===== config.mk =====
export PLATFORM = sky130hd
export DESIGN_NAME = mjpg_stream_packer
export DESIGN_NICKNAME = d
export VERILOG_FILES = /design/src/rtl/mjpg_pkg.sv /design/src/rtl/mjpg_word_acc.sv /design/src/rtl/mjpg_stream_packer.sv
export SDC_FILE = /design/constraint.sdc
export NUM_CORES = 1
export LEC_CHECK = 0
export ABC_AREA = 1
export CAP_MARGIN = 40
export CELL_PAD_IN_SITES_DETAIL_PLACEMENT = 1
export CELL_PAD_IN_SITES_GLOBAL_PLACEMENT = 2
export CORE_UTILIZATION = 29
export DETAILED_ROUTE_END_ITERATION = 6
export GPL_TIMING_DRIVEN = 0
export PLACE_DENSITY = 0.86
export SLEW_MARGIN = 20
export SYNTH_ARGS = -nofsm -noshare
export SYNTH_HDL_FRONTEND = slang
export SYNTH_SLANG_ARGS = --single-unit

===== constraint.sdc =====
create_clock -name clk -period 2.35 [get_ports clk]
set_clock_uncertainty 0.05 [all_clocks]
set_input_delay 0.3525 -clock clk [delete_from_list [all_inputs] [get_ports clk]]
set_output_delay 0.3525 -clock clk [all_outputs]
set_load 0.02 [all_outputs]

===== src/rtl/mjpg_pkg.sv =====
`default_nettype none
// ============================================================================
// Module   : mjpg_pkg
// Brief    : JPEG marker constants and packer state encoding shared by the
//            MJPG stream packer and its word accumulator.
// Revision : 1.0 - initial release
// ============================================================================
package mjpg_pkg;

    localparam logic [7:0] MK_PREFIX = 8'hFF;
    localparam logic [7:0] MK_SOI    = 8'hD8;
    localparam logic [7:0] MK_EOI    = 8'hD9;
    localparam logic [7:0] MK_RST0   = 8'hD0;
    localparam logic [7:0] MK_RST1   = 8'hD1;
    localparam logic [7:0] MK_RST2   = 8'hD2;
    localparam logic [7:0] MK_RST3   = 8'hD3;
    localparam logic [7:0] MK_RST4   = 8'hD4;
    localparam logic [7:0] MK_RST5   = 8'hD5;
    localparam logic [7:0] MK_RST6   = 8'hD6;
    localparam logic [7:0] MK_RST7   = 8'hD7;

    localparam int STATE_W = 2;

    localparam logic [STATE_W-1:0] ST_HUNT    = 2'd0;
    localparam logic [STATE_W-1:0] ST_FRAME   = 2'd1;
    localparam logic [STATE_W-1:0] ST_FLUSH   = 2'd2;
    localparam logic [STATE_W-1:0] ST_TRAILER = 2'd3;

    function automatic logic is_rst_marker(input logic [7:0] b);
        return (b == MK_RST0) || (b == MK_RST1) || (b == MK_RST2) || (b == MK_RST3) ||
               (b == MK_RST4) || (b == MK_RST5) || (b == MK_RST6) || (b == MK_RST7);
    endfunction

endpackage
`default_nettype wire


===== src/rtl/mjpg_word_acc.sv =====
`default_nettype none
// ============================================================================
// Module   : mjpg_word_acc
// Brief    : Packs bytes big-endian into 32-bit words and holds one output
//            word (data/keep/last) until the downstream accepts it.
// Revision : 1.0 - initial release
// ============================================================================
module mjpg_word_acc
    import mjpg_pkg::*;
(
    input  logic        clk,
    input  logic        rst,
    input  logic        i_load_soi,
    input  logic        i_push,
    input  logic [7:0]  i_byte,
    input  logic        i_push_last,
    input  logic        i_flush,
    input  logic        i_flush_last,
    input  logic        i_wr_word,
    input  logic [31:0] i_wr_data,
    input  logic        i_m_ready,
    output logic [1:0]  o_cnt,
    output logic        o_m_valid,
    output logic [31:0] o_m_data,
    output logic [3:0]  o_m_keep,
    output logic        o_m_last
);

    logic [23:0] r_acc;
    logic [1:0]  r_cnt;
    logic        w_word_full;
    logic [31:0] w_part_data;
    logic [3:0]  w_part_keep;

    assign o_cnt       = r_cnt;
    assign w_word_full = i_push && (r_cnt == 2'd3);

    // Oldest byte sits highest; partial words are padded with zero low bytes.
    always_comb begin
        w_part_data = 32'h0;
        w_part_keep = 4'b0000;
        case (r_cnt)
            2'd1: begin w_part_data = {r_acc[7:0], 24'h0};  w_part_keep = 4'b1000; end
            2'd2: begin w_part_data = {r_acc[15:0], 16'h0}; w_part_keep = 4'b1100; end
            2'd3: begin w_part_data = {r_acc, 8'h0};        w_part_keep = 4'b1110; end
            default: ;
        endcase
    end

    always_ff @(posedge clk) begin
        if (rst) begin
            r_acc <= 24'h0;
            r_cnt <= 2'd0;
        end else if (i_load_soi) begin
            r_acc <= {8'h00, MK_PREFIX, MK_SOI};
            r_cnt <= 2'd2;
        end else if (i_push) begin
            r_acc <= {r_acc[15:0], i_byte};
            r_cnt <= r_cnt + 2'd1;
        end else if (i_flush) begin
            r_cnt <= 2'd0;
        end
    end

    always_ff @(posedge clk) begin
        if (rst) begin
            o_m_valid <= 1'b0;
            o_m_data  <= 32'h0;
            o_m_keep  <= 4'b0000;
            o_m_last  <= 1'b0;
        end else if (w_word_full) begin
            o_m_valid <= 1'b1;
            o_m_data  <= {r_acc, i_byte};
            o_m_keep  <= 4'b1111;
            o_m_last  <= i_push_last;
        end else if (i_flush) begin
            o_m_valid <= 1'b1;
            o_m_data  <= w_part_data;
            o_m_keep  <= w_part_keep;
            o_m_last  <= i_flush_last;
        end else if (i_wr_word) begin
            o_m_valid <= 1'b1;
            o_m_data  <= i_wr_data;
            o_m_keep  <= 4'b1111;
            o_m_last  <= 1'b1;
        end else if (i_m_ready) begin
            o_m_valid <= 1'b0;
        end
    end

endmodule
`default_nettype wire


===== src/rtl/mjpg_stream_packer.sv =====
`default_nettype none
// ============================================================================
// Module   : mjpg_stream_packer
// Brief    : Pops MJPG encoder bytes, frames SOI..EOI and streams them as
//            big-endian 32-bit words with per-frame length/error reporting.
// Config   : MJPG_LEN_TRAILER_EN appends a length trailer word to each frame.
// Revision : 1.0 - initial release
// ============================================================================
module mjpg_stream_packer
    import mjpg_pkg::*;
#(
    parameter int LEN_W     = 24,
    parameter int MAX_BYTES = 1 << 20
) (
    input  logic             clk,
    input  logic             rst,
    input  logic             ready,
    output logic             dequeue,
    input  logic [7:0]       jpeg,
    output logic             m_valid,
    input  logic             m_ready,
    output logic [31:0]      m_data,
    output logic [3:0]       m_keep,
    output logic             m_last,
    output logic             frame_done,
    output logic [LEN_W-1:0] frame_len,
    output logic             frame_err
);

`ifdef MJPG_LEN_TRAILER_EN
    localparam logic c_trailer = 1'b1;
`else
    localparam logic c_trailer = 1'b0;
`endif

    generate
        if (((MAX_BYTES >> LEN_W) != 0) || (MAX_BYTES < 3)) begin : g_bad_max_bytes
            $error("MAX_BYTES must lie in [3, 2**LEN_W)");
        end
        if ((LEN_W < 2) || (LEN_W > 31)) begin : g_bad_len_w
            $error("LEN_W must lie in [2, 31]");
        end
    endgenerate

    logic [STATE_W-1:0] r_state, w_state_nxt;
    logic [LEN_W-1:0]   r_len, w_len_inc, r_frame_len;
    logic               r_prev_ff, r_abort, r_frame_done, r_frame_err;
    logic               w_deq, w_accept, w_out_free, w_is_eoi, w_term;
    logic               w_load_soi, w_push, w_push_last, w_flush, w_flush_last;
    logic               w_wr_word, w_finish;
    logic [1:0]         w_acc_cnt;
    logic [31:0]        w_trailer;

    assign w_out_free = !m_valid || m_ready;
    assign w_deq      = (r_state == ST_HUNT) ||
                        ((r_state == ST_FRAME) && (w_out_free || (w_acc_cnt != 2'd3)));
    assign dequeue    = ready && w_deq && !rst;
    assign w_accept   = dequeue;
    assign w_len_inc  = r_len + 1'b1;
    // Stuffed FF 00 and restart markers are payload; only FF D9 closes a frame.
    assign w_is_eoi   = r_prev_ff && (jpeg == MK_EOI) && !is_rst_marker(jpeg);
    assign w_term     = w_is_eoi || (w_len_inc == LEN_W'(MAX_BYTES));
    assign w_trailer  = 32'(r_len) | {r_abort, 31'd0};

    assign frame_done = r_frame_done;
    assign frame_len  = r_frame_len;
    assign frame_err  = r_frame_err;

    always_comb begin
        w_state_nxt  = r_state;
        w_load_soi   = 1'b0;
        w_push       = 1'b0;
        w_push_last  = 1'b0;
        w_flush      = 1'b0;
        w_flush_last = 1'b0;
        w_wr_word    = 1'b0;
        w_finish     = 1'b0;
        case (r_state)
            ST_HUNT: begin
                if (w_accept && r_prev_ff && (jpeg == MK_SOI)) begin
                    w_load_soi  = 1'b1;
                    w_state_nxt = ST_FRAME;
                end
            end
            ST_FRAME: begin
                if (w_accept) begin
                    w_push      = 1'b1;
                    w_push_last = w_term && !c_trailer;
                    if (w_term) w_state_nxt = ST_FLUSH;
                end
            end
            ST_FLUSH: begin
                if (w_acc_cnt != 2'd0) begin
                    if (w_out_free) begin
                        w_flush      = 1'b1;
                        w_flush_last = !c_trailer;
                        if (c_trailer) w_state_nxt = ST_TRAILER;
                    end
                end else if (c_trailer) begin
                    w_state_nxt = ST_TRAILER;
                end else if (m_valid && m_ready && m_last) begin
                    w_finish    = 1'b1;
                    w_state_nxt = ST_HUNT;
                end
            end
            ST_TRAILER: begin
                if (m_valid && m_last) begin
                    if (m_ready) begin
                        w_finish    = 1'b1;
                        w_state_nxt = ST_HUNT;
                    end
                end else if (w_out_free) begin
                    w_wr_word = 1'b1;
                end
            end
            default: w_state_nxt = ST_HUNT;
        endcase
    end

    always_ff @(posedge clk) begin
        if (rst) begin
            r_state      <= ST_HUNT;
            r_len        <= '0;
            r_prev_ff    <= 1'b0;
            r_abort      <= 1'b0;
            r_frame_done <= 1'b0;
            r_frame_err  <= 1'b0;
            r_frame_len  <= '0;
        end else begin
            r_state      <= w_state_nxt;
            r_frame_done <= w_finish && !r_abort;
            r_frame_err  <= w_finish && r_abort;
            if (w_accept) r_prev_ff <= (jpeg == MK_PREFIX);
            if (w_load_soi) begin
                r_len   <= LEN_W'(2);
                r_abort <= 1'b0;
            end else if (w_push) begin
                r_len <= w_len_inc;
                if (w_term) r_abort <= !w_is_eoi;
            end
            if (w_finish && !r_abort) r_frame_len <= r_len;
        end
    end

    mjpg_word_acc u_word_acc (
        .clk          (clk),
        .rst          (rst),
        .i_load_soi   (w_load_soi),
        .i_push       (w_push),
        .i_byte       (jpeg),
        .i_push_last  (w_push_last),
        .i_flush      (w_flush),
        .i_flush_last (w_flush_last),
        .i_wr_word    (w_wr_word),
        .i_wr_data    (w_trailer),
        .i_m_ready    (m_ready),
        .o_cnt        (w_acc_cnt),
        .o_m_valid    (m_valid),
        .o_m_data     (m_data),
        .o_m_keep     (m_keep),
        .o_m_last     (m_last)
    );

endmodule
`default_nettype wire


Word level (Yosys, flattened, before mapping)
Index checks and enable logic that the tools add are counted.
W data, S select, Z words.
{"block": "op_classes", "addsub": 2, "eq_ne": 26, "mux": 46, "n_bitwise": 1, "reduce_logical": 39}
{"operator": "$mux W32", "count": 3}
{"operator": "$pmux W32 S3", "count": 1}
{"operator": "$eq A8 B8 Y1 const B", "count": 11}
{"operator": "$mux W16", "count": 2}
{"operator": "$or A24 B32 Y32", "count": 1}
{"operator": "$add A24 B1 Y24 const B", "count": 1}
{"operator": "$eq A24 B21 Y1 const B", "count": 1}
{"operator": "$mux W2", "count": 12}
{"operator": "$mux W1", "count": 22}
{"operator": "$ne A2 B2 Y1 const B", "count": 7}
{"operator": "$logic_and A1 B1 Y1", "count": 13}
{"operator": "$mux W4", "count": 3}
{"operator": "$pmux W4 S3", "count": 1}
{"operator": "$logic_or A1 B1 Y1", "count": 11}
{"operator": "$eq A2 B2 Y1 const B", "count": 4}
{"operator": "$pmux W2 S4", "count": 1}
{"operator": "$reduce_and A7 Y1", "count": 1}
{"operator": "$reduce_bool A2 Y1", "count": 3}
{"operator": "$reduce_bool A3 Y1", "count": 2}
{"operator": "$logic_not A1 Y1", "count": 5}
{"operator": "$eq A2 B1 Y1 const B", "count": 2}
{"operator": "$reduce_bool A4 Y1", "count": 1}
{"operator": "$add A2 B1 Y2 const B", "count": 1}
{"operator": "$logic_not A2 Y1", "count": 1}
{"operator": "4 further kinds", "count": 4}
{"block": "word_totals", "register_bits": 118, "input_bits": 12, "output_inout_bits": 65}

Logic depth before layout (Yosys ltp)
{"block": "logic_depth", "word_depth": 14, "ltp_mapped": 16, "mapped_depth_nobuf": 16}

By module
From an unflattened synthesis, not the netlist that was laid out.
{"block": "unflattened", "cells_unflattened": 847, "hier_area_um2": 5770.5}
{"module": "mjpg_word_acc", "instances": 1, "cells_per_inst": 413, "area_each_um2": 2962.8}
{"module": "mjpg_stream_packer", "instances": 1, "cells_per_inst": 434, "area_each_um2": 2807.7}

Worst setup path after synthesis
Ideal clock, no wire load.
{"block": "synth_timing", "path_type": "register to register", "startpoint": "reg r_len[1]", "endpoint": "reg r_state[0]", "arrival_time_ps": 1785, "required_time_ps": 2168, "slack_ps": 382, "stages_incl_launch_ff": 17, "n_path_buf": 0, "path_cell_list": "dfxtp_1 -> ha_1 -> nand2_1 -> nor2_4 -> nand2_2 -> nor2_4 -> nand2_1 -> nand2_1 -> nand2_2 -> nor2_1 -> nand2_1 -> nor2_1 -> nand2_1 -> nand2_2 -> nand2_2 -> nand2_1 -> a21oi_1"}
{"block": "synth_via", "elab_chain_cells": 5}
{"item": "from (decl)", "line_no": "mjpg_stream_packer.sv:46", "source": "logic [LEN_W-1:0] r_len, w_len_inc, r_frame_len;"}
{"item": "from (signal assigned)", "line_no": "mjpg_stream_packer.sv:138", "source": "r_len <= w_len_inc;"}
{"item": "$add A24 B1 Y24", "line_no": "mjpg_stream_packer.sv:59", "source": "assign w_len_inc = r_len + 1'b1;"}
{"item": "$eq A24 B21 Y1", "line_no": "mjpg_stream_packer.sv:62", "source": "assign w_term = w_is_eoi || (w_len_inc == LEN_W'(MAX_BYTES));"}
{"item": "$logic_or A1 B1 Y1", "line_no": "mjpg_stream_packer.sv:62"}
{"item": "$ne A2 B2 Y1 (no source line)"}
{"item": "$reduce_and A7 Y1 (no source line)"}
{"item": "to (signal assigned)", "line_no": "mjpg_stream_packer.sv:130", "source": "r_state <= w_state_nxt;"}
{"item": "to (decl)", "line_no": "mjpg_stream_packer.sv:45", "source": "logic [STATE_W-1:0] r_state, w_state_nxt;"}
Every way passes these cells.
A chain may end at the register's enable or synchronous reset.

Final worst setup path
{"block": "layout_timing", "startpoint": "reg u_word_acc.r_cnt[0] (netlist: u_word_acc.o_cnt[0])", "endpoint": "reg u_word_acc.o_m_data[29]"}
{"block": "layout_via", "elab_chain_cells": 10, "elab_cells_between_ends": 19, "cone_classes": "4 x eq/ne; 7 x mux; 8 x reduce/logical"}
{"item": "from (decl)", "line_no": "mjpg_word_acc.sv:30", "source": "logic [1:0] r_cnt;"}
{"item": "from (signal assigned)", "line_no": "mjpg_word_acc.sv:59", "source": "r_cnt <= r_cnt + 2'd1;"}
{"item": "$ne A2 B2 Y1", "line_no": "mjpg_stream_packer.sv:56", "source": "((r_state == ST_FRAME) && (w_out_free || (w_acc_cnt != 2'd3)));"}
{"item": "$logic_or A1 B1 Y1", "line_no": "mjpg_stream_packer.sv:56"}
{"item": "$logic_and A1 B1 Y1", "line_no": "mjpg_stream_packer.sv:56"}
{"item": "$logic_or A1 B1 Y1", "line_no": "mjpg_stream_packer.sv:55", "source": "assign w_deq = (r_state == ST_HUNT) ||"}
{"item": "$logic_and A1 B1 Y1 (2 in a row)", "line_no": "mjpg_stream_packer.sv:57", "source": "assign dequeue = ready && w_deq && !rst;"}
{"item": "$mux W1", "line_no": "mjpg_stream_packer.sv:86", "source": "if (w_accept) begin"}
{"item": "$mux W1", "line_no": "mjpg_stream_packer.sv:78", "source": "case (r_state)"}
{"item": "$logic_and A1 B1 Y1", "line_no": "mjpg_word_acc.sv:36", "source": "assign w_word_full = i_push && (r_cnt == 2'd3);"}
{"item": "$reduce_bool A3 Y1 (no source line) or $mux W32 (tied branches)"}
{"item": "to (signal assigned)", "line_no": "mjpg_word_acc.sv:73", "source": "o_m_data <= {r_acc, i_byte};"}
{"item": "to (signal assigned)", "line_no": "mjpg_word_acc.sv:78", "source": "o_m_data <= w_part_data;"}
{"item": "to (signal assigned)", "line_no": "mjpg_word_acc.sv:83", "source": "o_m_data <= i_wr_data;"}
{"item": "to (decl)", "line_no": "mjpg_word_acc.sv:24", "source": "output logic [31:0] o_m_data,"}
Several ways; a longest one is shown, not always the timed one.

==> flow_summary.yaml <==
synthesis:
  synth_edf_count: 0
  synth-seq-cells: 118
  synthFlopType: "dfxtp_1"
  ys_types: 40
  netlist_area_um2: 5710
  async_reset_ff_frac: 0
  synth.avg_cell_area_um2: 7.05
  syn-instance-count: 810
  synthSimpleGateAreaFrac: 0.277
  synth_xor_area_frac: 0.00460
  synth_compound_area_frac: 0.212
  synth_mux_area_frac: 0
  synth_largest_area_cell: "dfxtp_1"
  yosys.area.top_type_share: 0.413
  ys_seq_area_frac: 0.413
  synth_top_family_by_area: "simple AND/OR/NAND/NOR gates"
  syn_nets: 828
  yosys.area_share.adder: 0.0131
  yosys-top-cells-area: "dfxtp_1, nand2_1, a21oi_1"
  ys_warn_count: 0
floorplanning:
  die_area_um2: 20300
  design.portCount: 77
  num_rows: 50
  die_y_um: 142
  start_util: 0.300
  coreArea_um2: 19000
  die_w_um: 142
power_and_ir_drop:
  leakage_nw: 2.69
  p_per_area_nw_per_um2: 655
  power_mw: 4.97
  vdd_drop_max_mv: 0.536
worst_setup_path:
  startpoint_type: "flop"
  r2r_cells: 11
  critical_path.slowest_cell: "dfxtp_1"
  end_kind: "flop"
  worstSetupPathType: "reg2reg"
  worst_path_largest_cell_delay_ns: 0.38
  crit_required_ns: 2.60
  cp.arrival_ns: 2.52
  critPathMaxFanout: 10
  path_cells: "inv_1 -> ha_1 -> nor2_2 -> nand3_2 -> inv_2 -> nor2_1 -> nand2_2 -> inv_2 -> buf_2 -> a21oi_1 -> a21oi_1"
finish:
  final_util: 0.399
  nets: 933
  area_delta_synth_final_pct: 32.8
  regArea_um2: 2380
  fillers: 2387
  layout_common_cells: "nand2_1, dfxtp_1, a21oi_1"
  diodes: 0
  design_area_um2: 7580
  multi_input_area_um2: 2940
  drive_gt1_frac: 0.129
  final_common_cell: "nand2_1"
clock_network:
  numCtsBuffers: 17
  cts_hold_buf: 0
  h-tree-depth: 4
  path_clk_slew_ns: 0.06
  clk_latency_ns: 0.42
  cts_root_buffer: "clkbuf_16"
  cts_sinks: 118
  cts_tree: "yes"
  clock_path_buffers: 2
drt:
  ant_nets: 0
  drc: 0
  wl_per_cell_um: 17.5
  viasPerCell: 4.98
  num_vias: 5914
  firstDrtPassIters: 4
  drtIter0Drc: 386
  wl_um: 20700
global_routing:
  grt_max_degree: 17
  grt-ovfl-total: 0
  grt_pass1_wl_um: 32900
  grt_pass1_vias: 6000
  antenna_found_initial: 0
  track_usage: 0.215
timing:
  hold_viol_final: 0
  fmax_mhz: 441
  relSlewSlack: 0.513
  finalCriticalPeriod_ns: 2.27
  setup-violations-final: 0
  worst_pin_slew_ns: 0.730
  fin_crit_sh: 0.965
  slew_violations: 0
  setup-tns-final_ns: 0
worst_hold_path:
  min_path_type: "reg2reg"
  min_path_cells: 2
run:
  drv_cap: 0
placement:
  portBuffers: 75
  gp_congestion: 0.831
  place.detailed.hpwl_um: 15400
  place_area_um2: 6790
run_status:
  status: "finished, final reports clean"
==> worst max-delay path: cells and delay by family (launching register included) <==
family          cells  cell delay [ns]
compound gates      2             0.31
fa+ha+maj           1             0.22
buf+inv             4             0.62
flops               1             0.38
simple gates        4             0.56
==> kinds of logic after synthesis <==
kind of cell / count (synthesis)
flops: 118
buf+inv: 115
xor+xnor: 3
simple gates: 348
fa+ha+maj: 6
compound gates: 220
==> synthesized netlist by cell type (2+ instances only) <==
| master | count |
|---|---|
| nand2_1 | 209 |
| dfxtp_1 | 118 |
| a21oi_1 | 102 |
| o21ai_0 | 66 |
| inv_1 | 65 |
| nand3_1 | 51 |
| nor2_1 | 36 |
| clkbuf_1 | 23 |
| nand2_2 | 17 |
| a31oi_1 | 14 |
| a22oi_1 | 13 |
| buf_2 | 13 |
| o211ai_1 | 8 |
| nor2_4 | 7 |
| o22ai_1 | 7 |
| ha_1 | 6 |
| nand4_1 | 6 |
| buf_1 | 5 |
| nand3b_1 | 5 |
| nor2_2 | 5 |
| inv_2 | 4 |
| nor3_1 | 4 |
| o21ai_1 | 3 |
| a211oi_1 | 2 |
| a21oi_2 | 2 |
| buf_4 | 2 |
| clkinv_1 | 2 |
| nor4_4 | 2 |
| xnor2_1 | 2 |
==> final cells by class <==
type | instances | share of cell area
multi-input cells | 577 | 0.387
plain buffers | 44 | 0.0262
well taps | 260 | 0.0429
clock inverters | 14 | 0.0272
clock buffers | 18 | 0.0579
inverters | 71 | 0.0351
repair buffers | 86 | 0.110
flip-flops and latches | 118 | 0.314
==> what timing repair did <==
action                                  4_1_cts  5_1_grt
endpoints found under the setup margin       34       54
buffers inserted                              3        8
pin swaps                                     1        5
resized for setup                             9       17
==> registers in the layout, indices dropped and copies added (netlist names), 2 cells and up <==
| name | flops |
|---|---|
| r_len | 24 |
| u_word_acc.r_acc | 24 |
| u_word_acc.o_m_keep | 4 |
| r_state | 2 |
| u_word_acc.o_m_data | 32 |
| frame_len | 24 |
| u_word_acc.o_cnt | 2 |
==> layer usage <==
layer	global-route usage	up-vias	share of wire
met3	0.0380	27	0.040
met5	0	-	0
met4	0.0719	0	0.020
met2	0.364	152	0.48
met1	0.274	2820	0.46
li1	-	2915	-
==> through the flow <==
stage / hold WS (ns) / setup slack (ns) / cells
2_1_floorplan: 0.395 / 0.382 / 810
4_1_cts: 0.416 / 0.00471 / 1180
5_1_grt: 0.434 / -0.0230 / 1188
3_5_place_dp: 0.405 / -0.451 / 1145
3_3_place_gp: 0.403 / -0.414 / 1145
6_report: 0.412 / 0.0826 / 1188
==> where the power goes <==
| part | internal, mW | switching (mW) | leakage [nW] |
|---|---|---|---|
| Sequential | 2.00 | 0.0000102 | 0.956 |
| Combinational | 0.0270 | 0.0643 | 1.43 |
| Clock | 1.90 | 0.983 | 0.311 |
| Total | 3.92 | 1.05 | 2.69 |
==> path summary, 6_finish.rpt <==
kind / start / slack (ns) / end
worst min-delay path: frame_len[21]$_SDFFE_PP0P_ / 0.41 / frame_len[21]$_SDFFE_PP0P_
worst min register to register: frame_len[21]$_SDFFE_PP0P_ / 0.41 / frame_len[21]$_SDFFE_PP0P_
worst max register to register: u_word_acc.o_cnt[0]$_SDFFE_PP0P_ / 0.08 / u_word_acc.o_m_data[29]$_SDFFE_PP0P_
worst max-delay path: u_word_acc.o_cnt[0]$_SDFFE_PP0P_ / 0.08 / u_word_acc.o_m_data[29]$_SDFFE_PP0P_
Power figures use the tool's default switching activity.
